[src/rtl/vga_pkg.sv]
// vga_pkg: shared 640x480@60 timing constants, sync-flag payload and window helper.
package vga_pkg;

  localparam int unsigned H_ACTIVE = 640;
  localparam int unsigned H_FP     = 16;
  localparam int unsigned H_SYNC   = 96;
  localparam int unsigned H_BP     = 48;
  localparam int unsigned H_TOTAL  = H_ACTIVE + H_FP + H_SYNC + H_BP;

  localparam int unsigned V_ACTIVE = 480;
  localparam int unsigned V_FP     = 10;
  localparam int unsigned V_SYNC   = 2;
  localparam int unsigned V_BP     = 33;
  localparam int unsigned V_TOTAL  = V_ACTIVE + V_FP + V_SYNC + V_BP;

  localparam int unsigned HS_START = H_ACTIVE + H_FP;
  localparam int unsigned HS_END   = HS_START + H_SYNC;
  localparam int unsigned VS_START = V_ACTIVE + V_FP;
  localparam int unsigned VS_END   = VS_START + V_SYNC;

  localparam int unsigned RGB_W  = 12;
  localparam int unsigned CNT_W  = 10;
  localparam int unsigned FLAG_W = 3;

  // Per-pixel timing flags carried alongside the renderer latency.
  typedef struct packed {
    logic active;
    logic hs_n;
    logic vs_n;
  } sync_flags_t;

  // Delay-line fill value: blanked, both syncs idle.
  localparam sync_flags_t FLAGS_IDLE = '{active: 1'b0, hs_n: 1'b1, vs_n: 1'b1};

  // True when lo <= v < hi (unsigned).
  function automatic logic in_window(logic [CNT_W-1:0] v, int unsigned lo, int unsigned hi);
    return (v >= CNT_W'(lo)) && (v < CNT_W'(hi));
  endfunction

endpackage

[src/rtl/vga_delay_line.sv]
// vga_delay_line: W-bit shift register of DEPTH stages advanced only when en=1.
// Ports: clk, rst (async high), en (shift enable), din (stage-0 input),
//        dout (value shifted in DEPTH enabled cycles earlier; din itself when DEPTH=0).
module vga_delay_line #(
  parameter int unsigned W     = 3,
  parameter int unsigned DEPTH = 1,
  parameter logic [W-1:0] INIT = '0
) (
  input  logic         clk,
  input  logic         rst,
  input  logic         en,
  input  logic [W-1:0] din,
  output logic [W-1:0] dout
);

  if (DEPTH == 0) begin : g_bypass
    // Zero depth: straight wire; clock/reset/enable are intentionally unused.
    logic unused_bypass;
    assign unused_bypass = ^{clk, rst, en};
    assign dout = din;
  end else begin : g_shift
    logic [W-1:0] sr_q [DEPTH];
    logic [W-1:0] sr_d [DEPTH];

    // Next-state: hold unless enabled, then shift one stage.
    always_comb begin
      sr_d = sr_q;
      if (en) begin
        sr_d[0] = din;
        for (int i = 1; i < int'(DEPTH); i++) begin
          sr_d[i] = sr_q[i-1];
        end
      end
    end

    always_ff @(posedge clk or posedge rst) begin
      if (rst) begin
        for (int i = 0; i < int'(DEPTH); i++) begin
          sr_q[i] <= INIT;
        end
      end else begin
        sr_q <= sr_d;
      end
    end

    assign dout = sr_q[DEPTH-1];
  end

endmodule

[src/rtl/vga_timing_out.sv]
// vga_timing_out: raster counters, sync decode and VGA pin register.
// Ports: clk, rst (async high), pix_ce (pixel tick), rgb_in (renderer colour,
//        PIPE_DLY ticks behind px_x/px_y), px_x/px_y/px_active (registered raster
//        position), frame_start (pix_ce at (0,0), combinational), vgaRed/vgaGreen/
//        vgaBlue, Hsync, Vsync (registered pins, active-low syncs).
module vga_timing_out #(
  parameter int unsigned H_ACTIVE = vga_pkg::H_ACTIVE,
  parameter int unsigned H_FP     = vga_pkg::H_FP,
  parameter int unsigned H_SYNC   = vga_pkg::H_SYNC,
  parameter int unsigned H_BP     = vga_pkg::H_BP,
  parameter int unsigned V_ACTIVE = vga_pkg::V_ACTIVE,
  parameter int unsigned V_FP     = vga_pkg::V_FP,
  parameter int unsigned V_SYNC   = vga_pkg::V_SYNC,
  parameter int unsigned V_BP     = vga_pkg::V_BP,
  parameter int unsigned PIPE_DLY = 1
) (
  input  logic        clk,
  input  logic        rst,
  input  logic        pix_ce,
  input  logic [11:0] rgb_in,
  output logic [9:0]  px_x,
  output logic [9:0]  px_y,
  output logic        px_active,
  output logic        frame_start,
  output logic [3:0]  vgaRed,
  output logic [3:0]  vgaGreen,
  output logic [3:0]  vgaBlue,
  output logic        Hsync,
  output logic        Vsync
);

  import vga_pkg::*;

  localparam int unsigned LINE_LEN  = H_ACTIVE + H_FP + H_SYNC + H_BP;
  localparam int unsigned FRAME_LEN = V_ACTIVE + V_FP + V_SYNC + V_BP;
  localparam int unsigned HS_LO     = H_ACTIVE + H_FP;
  localparam int unsigned HS_HI     = HS_LO + H_SYNC;
  localparam int unsigned VS_LO     = V_ACTIVE + V_FP;
  localparam int unsigned VS_HI     = VS_LO + V_SYNC;

  logic [CNT_W-1:0]  x_q, x_d, y_q, y_d;
  logic              act_q, act_d;
  logic [RGB_W-1:0]  rgb_q, rgb_d;
  logic              hs_q, hs_d, vs_q, vs_d;
  sync_flags_t       raw_flags, dly_flags;
  logic [FLAG_W-1:0] raw_bits, dly_bits;

  // Raster counters; px_active is registered alongside the position it describes.
  always_comb begin
    x_d   = x_q;
    y_d   = y_q;
    act_d = act_q;
    if (pix_ce) begin
      if (x_q == CNT_W'(LINE_LEN - 1)) begin
        x_d = '0;
        y_d = (y_q == CNT_W'(FRAME_LEN - 1)) ? '0 : y_q + CNT_W'(1);
      end else begin
        x_d = x_q + CNT_W'(1);
      end
      act_d = (x_d < CNT_W'(H_ACTIVE)) && (y_d < CNT_W'(V_ACTIVE));
    end
  end

  always_ff @(posedge clk or posedge rst) begin
    if (rst) begin
      x_q   <= '0;
      y_q   <= '0;
      act_q <= 1'b1;
    end else begin
      x_q   <= x_d;
      y_q   <= y_d;
      act_q <= act_d;
    end
  end

  // Undelayed flags for the current raster position.
  always_comb begin
    raw_flags.active = act_q;
    raw_flags.hs_n   = !in_window(x_q, HS_LO, HS_HI);
    raw_flags.vs_n   = !in_window(y_q, VS_LO, VS_HI);
  end

  assign raw_bits  = raw_flags;
  assign dly_flags = sync_flags_t'(dly_bits);

  // Flags ride alongside the renderer so they meet rgb_in for the same pixel.
  vga_delay_line #(
    .W     (FLAG_W),
    .DEPTH (PIPE_DLY),
    .INIT  (FLAGS_IDLE)
  ) u_flag_dly (
    .clk  (clk),
    .rst  (rst),
    .en   (pix_ce),
    .din  (raw_bits),
    .dout (dly_bits)
  );

  // Pin register: colour gated by delayed active, syncs from the delay line.
  always_comb begin
    rgb_d = rgb_q;
    hs_d  = hs_q;
    vs_d  = vs_q;
    if (pix_ce) begin
      rgb_d = dly_flags.active ? rgb_in : '0;
      hs_d  = dly_flags.hs_n;
      vs_d  = dly_flags.vs_n;
    end
  end

  always_ff @(posedge clk or posedge rst) begin
    if (rst) begin
      rgb_q <= '0;
      hs_q  <= 1'b1;
      vs_q  <= 1'b1;
    end else begin
      rgb_q <= rgb_d;
      hs_q  <= hs_d;
      vs_q  <= vs_d;
    end
  end

  assign px_x        = x_q;
  assign px_y        = y_q;
  assign px_active   = act_q;
  assign frame_start = pix_ce && (x_q == '0) && (y_q == '0);
  assign vgaRed      = rgb_q[11:8];
  assign vgaGreen    = rgb_q[7:4];
  assign vgaBlue     = rgb_q[3:0];
  assign Hsync       = hs_q;
  assign Vsync       = vs_q;

endmodule
[config.mk]
export PLATFORM = sky130hd
export DESIGN_NAME = vga_timing_out
export DESIGN_NICKNAME = d
export VERILOG_FILES = /design/src/rtl/vga_pkg.sv /design/src/rtl/vga_delay_line.sv /design/src/rtl/vga_timing_out.sv
export SDC_FILE = /design/constraint.sdc
export NUM_CORES = 1
export LEC_CHECK = 0
export BUFFER_PORTS_ARGS = -buffer_cell sky130_fd_sc_hd__buf_2
export CAP_MARGIN = 15
export CORE_MARGIN = 2
export CORE_UTILIZATION = 38
export CTS_BUF_LIST = sky130_fd_sc_hd__clkbuf_8
export DETAILED_ROUTE_END_ITERATION = 10
export GPL_TIMING_DRIVEN = 0
export HOLD_SLACK_MARGIN = 0.12
export SKIP_CTS_REPAIR_TIMING = 1
export SLEW_MARGIN = 20
export SYNTH_ARGS = -nofsm -noshare
export SYNTH_HDL_FRONTEND = slang
export SYNTH_HIERARCHICAL = 1
export SYNTH_SLANG_ARGS = --single-unit
[constraint.sdc]
create_clock -name clk -period 1.8 [get_ports clk]
set_input_delay 0.09 -clock clk [delete_from_list [all_inputs] [get_ports clk]]
set_output_delay 0.09 -clock clk [all_outputs]
set_load 0.1 [all_outputs]
==> impl_metrics.yaml, run 1 <==
route:
  via_per_inst: 5.14
  wirelength_um: 5100
  vias: 1752
  routedWlPerCell_um: 14.9
  drt-pass1-iter-count: 5
  drc: 0
  drt-initial-drc-count: 95
  drtAntennaViolNets: 0
global_routing:
  grt_pass1_wl_um: 7670
  grt_pass1_vias: 1562
  grt_overflow_total: 0
  grt_use_total: 0.158
  grt_max_degree: 36
  antenna_found_initial: 0
clock_tree:
  insertion_delay_ns: 0.29
  clockBufferDepth: 2
  clk_pin_slew_ns: 0.08
  cts_tree: "built"
  cts_num_sinks: 38
  cts_buffers: 5
  clockRootBuffer: "clkbuf_8"
  cts_max_level: 2
placement:
  place_area_um2: 2480
  place_congestion: 0.790
  io_buffers: 50
  dpl.hpwl_um: 3340
  dpl.cell_count: 309
die:
  core.rowCount: 26
  core_um2: 5200
  dieWidth_um: 77.9
  io_pins: 51
  die_h_um: 77.9
  initial_core_util: 0.399
  dieArea_um2: 6070
logic_synthesis:
  synth_compound_area_frac: 0.128
  postSynth.asyncResetShare: 1.00
  postSynthCellCount: 189
  synth_top_family_by_area: "simple AND/OR/NAND/NOR gates"
  synth.avg_cell_area_um2: 11.0
  synth_edf_count: 0
  synth_fa_ha_area_frac: 0.0301
  netlist_area_um2: 2080
  synth_mux_area_frac: 0.0319
  ys_warn_count: 6
  yosys.cell_types.count: 49
  synth_fp_nets: 209
  yosys_most_used_dff: "dfrtp_1"
  synth-seq-area-share: 0.461
  yosys.area_share.simple: 0.223
  synth-seq-cells: 38
  synth-xor-area-share: 0.0380
sta:
  post-route-min-period_ns: 2.10
  worst_pin_slew_ns: 0.714
  maxSlewHeadroom: 0.523
  timing.fmax_ghz: 0.477
  setup-tns-final_ns: -1.86
  finalCritPeriodShare: 1.16
  setup_viol: 13
  drv_slew: 0
  rsz0062_at_grt: "true"
  hold_violations: 0
  worst_slack_ns: -0.295
  skew_ns: 0.00569
pwr:
  p_sw_frac: 0.458
  pwr-share-seq: 0.389
  power.net_switching_mw: 1.29
  power_density_nw_per_um2: 964
  power.share.combinational: 0.398
  power.internal_mw: 1.53
  peakVddDrop_uv: 897
  leakage_nw: 1.34
  pwr-share-clk: 0.214
cells_and_area:
  fin_util: 0.563
  fin_nets: 290
  syn_to_final_growth_pct: 41.1
  drive_gt1_frac: 0.531
  antennaDiodeCount: 0
  design_area_um2: 2930
  layoutNonFillerInstCount: 341
worst_setup_path:
  arrival_ns: 2.01
  start_kind: "flop"
  crit_required_ns: 1.71
  path_max_fanout: 5
  worst_setup_path_end_kind: "output pin"
  worstSetupPathType: "reg -> out"
outcome:
  outcome: "finished, violations left"
  failed_checks: "negative setup slack"
job:
  cap_violations: 0
hold_path:
  hold_class: "in -> reg"
-- per-layer routing --
layer  share of wire  GRT usage
met5               0          0
met4           0.014     0.0421
met3           0.034     0.0314
met2            0.49      0.248
met1            0.47      0.223
-- final cells by class --
type                    count  area (um^2)
repair buffers             74          489
clock inverters             2         8.76
plain buffers              11          154
clock buffers               6         82.6
fillers                   463         2270
flip-flops and latches     38         1010
well taps                  70         87.6
multi-input cells         133         1070
inverters                   7         28.8
-- Yosys cell counts, drive strengths merged (2+ instances only) --
| library cell | instances | share of area |
|---|---|---|
| nor4 | 6 | 0.021 |
| mux2 | 5 | 0.027 |
| and2b | 2 | 0.0084 |
| clkbuf | 5 | 0.014 |
| o31ai | 2 | 0.0072 |
| and3 | 5 | 0.017 |
| ha | 5 | 0.030 |
| nand2 | 17 | 0.031 |
| nand2b | 2 | 0.0060 |
| inv | 7 | 0.013 |
| a21oi | 2 | 0.0048 |
| bufbuf | 3 | 0.047 |
| nor3 | 6 | 0.025 |
| dfstp | 5 | 0.063 |
| xor2 | 4 | 0.017 |
| a22o | 12 | 0.051 |
| o21ai | 14 | 0.034 |
| and4 | 3 | 0.014 |
| nand3 | 12 | 0.029 |
| or2 | 2 | 0.0060 |
| xnor2 | 5 | 0.021 |
| buf | 3 | 0.014 |
| or4 | 2 | 0.0078 |
| or3 | 2 | 0.011 |
| nor2 | 6 | 0.011 |
| dfrtp | 33 | 0.40 |
| nand4 | 5 | 0.015 |
-- cells in the final DEF (no fill, tap or decap), drive strengths merged, types with 3 or more instances in the layout --
master | Yosys | final
buf | 3 | 65
dfrtp | 33 | 33
nand2 | 17 | 17
o21ai | 14 | 14
dlygate4sd3 | 0 | 13
a22o | 12 | 12
nand3 | 12 | 12
clkbuf | 5 | 11
inv | 7 | 8
nor3 | 6 | 6
nor4 | 6 | 6
nor2 | 6 | 6
dfstp | 5 | 5
xnor2 | 5 | 5
nand4 | 5 | 5
mux2 | 5 | 5
and3 | 5 | 5
ha | 5 | 5
xor2 | 4 | 4
and4 | 3 | 3
-- registers in the layout, summed over array words and instances (netlist names) --
| name | cells |
|---|---|
| px_x | 10 |
| rgb_q | 12 |
| Vsync | 1 |
| Hsync | 1 |
| px_active | 1 |
| u_flag_dly/dout | 3 |
| px_y | 10 |
-- critical path, cell delays in order (launching register included) --
cell and delay [ns]:
dfrtp_4 0.52, inv_4 0.08, ha_4 0.12, or4b_4 0.49, nor2_4 0.10, and4_4 0.23
buf_12 0.17
-- cell families (layout without fill, tap and decap cells) --
kind of cell	count (synthesis)	after routing
mux	6	6
buf+inv	18	100
compound gates	38	38
flops	38	38
xor+xnor	9	9
simple gates	75	75
fa+ha+maj	5	5
-- metrics by stage --
step	hold WS [ns]	power, mW	setup WS (ns)
3_5_place_dp	-0.0214	2.20	-0.287
4_1_cts	-0.338	2.80	-0.590
5_1_grt	0.210	2.96	-0.329
6_report	0.174	2.82	-0.295
3_3_place_gp	-0.0275	2.19	-0.288
2_1_floorplan	-0.158	2.00	-0.271
-- path summary, 6_finish.rpt --
path,start,endpoint,slack (ns),cells after the start
worst min register to register,rgb_q[9]$_DFFE_PP0P_,rgb_q[9]$_DFFE_PP0P_,0.51,1
min in group asynchronous,rst,u_flag_dly/dout[2]$_DFFE_PP0P_,0.22,3
max in group asynchronous,rst,px_y[0]$_DFFE_PP0P_,0.80,3
worst max register to register,px_y[0]$_DFFE_PP0P_,px_active$_DFFE_PP1P_,-0.22,7
worst max-delay path,px_y[0]$_DFFE_PP0P_,frame_start,-0.30,6
worst min-delay path,pix_ce,px_x[3]$_DFFE_PP0P_,0.17,3
-- power by group through the flow --
stage | Clock, mW | Sequential (mW) | Combinational, mW
after global routing | 0.661 | 1.12 | 1.18
after CTS | 0.620 | 1.09 | 1.09
after floorplan | 0 | 1.75 | 0.255
final | 0.603 | 1.10 | 1.12
after global placement | 0 | 1.11 | 1.08
after detailed placement | 0 | 1.11 | 1.08
No activity file was read; power rests on OpenSTA's default activity.
==> inputs of run 2 (changes only) <==
--- a/config.mk
+++ b/config.mk
@@ -5,7 +5,7 @@
 export SDC_FILE = /design/constraint.sdc
 export NUM_CORES = 1
 export LEC_CHECK = 0
-export BUFFER_PORTS_ARGS = -buffer_cell sky130_fd_sc_hd__buf_2
+export BUFFER_PORTS_ARGS = -buffer_cell sky130_fd_sc_hd__clkbuf_2
 export CAP_MARGIN = 15
 export CORE_MARGIN = 2
 export CORE_UTILIZATION = 38
==> run 2 against run 1 <==
Net effect:
- the flow still finishes with violations (negative setup slack)
- global-route usage increased by 0.43 points
- flip-flop and latch count unchanged
- clock power increased by 49%
- combinational power about the same
- non-clock buffer count increased by 2
- register-to-register slack improved by 0.03 ns
- power increased by 11%
- sequential power about the same
- die area unchanged
- sequential share of layout area decreased by 0.53 points
==> impl_metrics.yaml, run 2 (synthesized netlist as in run 1, its figures left out) <==
outcome:
  outcome: "finished, violations left"
  failed_checks: "negative setup slack"
route:
  drc: 0
  drtAntennaViolNets: 0
  drt-initial-drc-count: 93
  wirelength_um: 5150
  via_per_inst: 5.15
  vias: 1768
  drt-pass1-iter-count: 4
  routedWlPerCell_um: 15.0
clock_tree:
  clk_pin_slew_ns: 0.08
  cts_num_sinks: 38
  cts_max_level: 2
  clockBufferDepth: 2
  clockRootBuffer: "clkbuf_8"
  cts_tree: "built"
  cts_buffers: 5
  insertion_delay_ns: 0.30
die:
  dieWidth_um: 77.9
  die_h_um: 77.9
  core.rowCount: 26
  core_um2: 5200
  dieArea_um2: 6070
  initial_core_util: 0.399
  io_pins: 51
worst_setup_path:
  crit_required_ns: 1.71
  start_kind: "flop"
  worstSetupPathType: "reg -> out"
  path_max_fanout: 5
  worst_setup_path_end_kind: "output pin"
  r2r_slack_ns: -0.19
  arrival_ns: 2.00
placement:
  io_buffers: 50
  place_congestion: 0.781
  place_area_um2: 2480
  dpl.hpwl_um: 3370
global_routing:
  grt_pass1_wl_um: 7760
  grt_overflow_total: 0
  grt_use_total: 0.162
  grt_pass1_vias: 1562
  grt_max_degree: 36
  antenna_found_initial: 0
cells_and_area:
  fin_nets: 292
  antennaDiodeCount: 0
  most-common-layout-cells: "clkbuf_2 (51), nand2_1 (15), dfrtp_1 (14)"
  syn_to_final_growth_pct: 43.3
  fin_util: 0.572
  regMostFlops: "rgb_q"
  largest_register_ffs: 12
  design_area_um2: 2980
  drive_gt1_frac: 0.520
  layout_commonest_cell: "clkbuf_2"
job:
  cap_violations: 0
pwr:
  power.share.combinational: 0.359
  power.net_switching_mw: 1.32
  pwr-share-clk: 0.287
  power.internal_mw: 1.82
  p_sw_frac: 0.420
  pwr-share-seq: 0.353
  peakVddDrop_uv: 878
  power_density_nw_per_um2: 1050
  leakage_nw: 1.36
sta:
  setup-tns-final_ns: -1.70
  worst_pin_slew_ns: 0.724
  skew_ns: 0.0107
  whs_ns: 0.201
  drv_slew: 0
  timing.fmax_ghz: 0.478
  finalCritPeriodShare: 1.16
  setup_viol: 14
  hold_violations: 0
  post-route-min-period_ns: 2.09
  worst_slack_ns: -0.293
  maxSlewHeadroom: 0.517
  rsz0062_at_grt: "true"
hold_path:
  hold_class: "in -> reg"
run 2: changes by cell type in the layout (fill, tap and decap cells not counted), sizes merged:
| cell | delta |
|---|---|
| buf | -47 |
| bufinv | +2 |
| clkbuf | +49 |
| clkinv | -1 |
| inv | -1 |
run 2: per-layer routing:
| layer | wire length, um | share of wire | up-vias | GRT usage |
|---|---|---|---|---|
| met4 | 68 | 0.013 | 0 | 0.0579 |
| met1 | 2340 | 0.45 | 872 | 0.228 |
| met2 | 2560 | 0.50 | 35 | 0.247 |
| met5 | 0 | 0 | - | 0 |
| met3 | 184 | 0.036 | 5 | 0.0360 |
| li1 | - | - | 856 | - |
run 2: through the flow:
step	total power, mW	setup WS [ns]	instances
floorplan	2.00	-0.271	189
global placement	2.19	-0.304	309
detailed placement	2.19	-0.311	309
CTS	3.10	-0.642	317
global route	3.26	-0.332	343
finish	3.13	-0.293	343
run 2: layout make-up:
cell class / count / area [um^2]
Inverter: 7 / 31.3
Sequential cell: 38 / 1010
Buffer: 11 / 154
Tap cell: 70 / 87.6
Fill cell: 467 / 2230
Multi-Input combinational cell: 133 / 1050
Timing Repair Buffer: 76 / 504
Clock buffer: 6 / 82.6
Clock inverter: 2 / 60.1
run 2: worst max-delay path, cell delays in order (launching register included):
cell	delay [ns]
dfrtp_4	0.52
inv_4	0.08
ha_4	0.11
or4b_4	0.47
nor2_4	0.12
and4_4	0.23
buf_12	0.17
run 2: power groups by stage:
| stage | sequential (mW) | clock (mW) | combinational, mW |
|---|---|---|---|
| global route | 1.13 | 0.954 | 1.18 |
| floorplan | 1.75 | 0 | 0.255 |
| finish | 1.11 | 0.901 | 1.13 |
| CTS | 1.10 | 0.918 | 1.08 |
| global placement | 1.11 | 0 | 1.08 |
| detailed placement | 1.12 | 0 | 1.08 |
run 2: final timing paths:
kind,from,endpoint,cells past startpoint
max,px_y[0]$_DFFE_PP0P_,frame_start,6
min,pix_ce,px_x[3]$_DFFE_PP0P_,3
max reg2reg,px_y[0]$_DFFE_PP0P_,px_y[4]$_DFFE_PP0P_,9
min reg2reg,u_flag_dly/dout[2]$_DFFE_PP0P_,u_flag_dly/dout[2]$_DFFE_PP0P_,1
max in group asynchronous,rst,px_x[0]$_DFFE_PP0P_,3
min in group asynchronous,rst,u_flag_dly/dout[2]$_DFFE_PP0P_,3
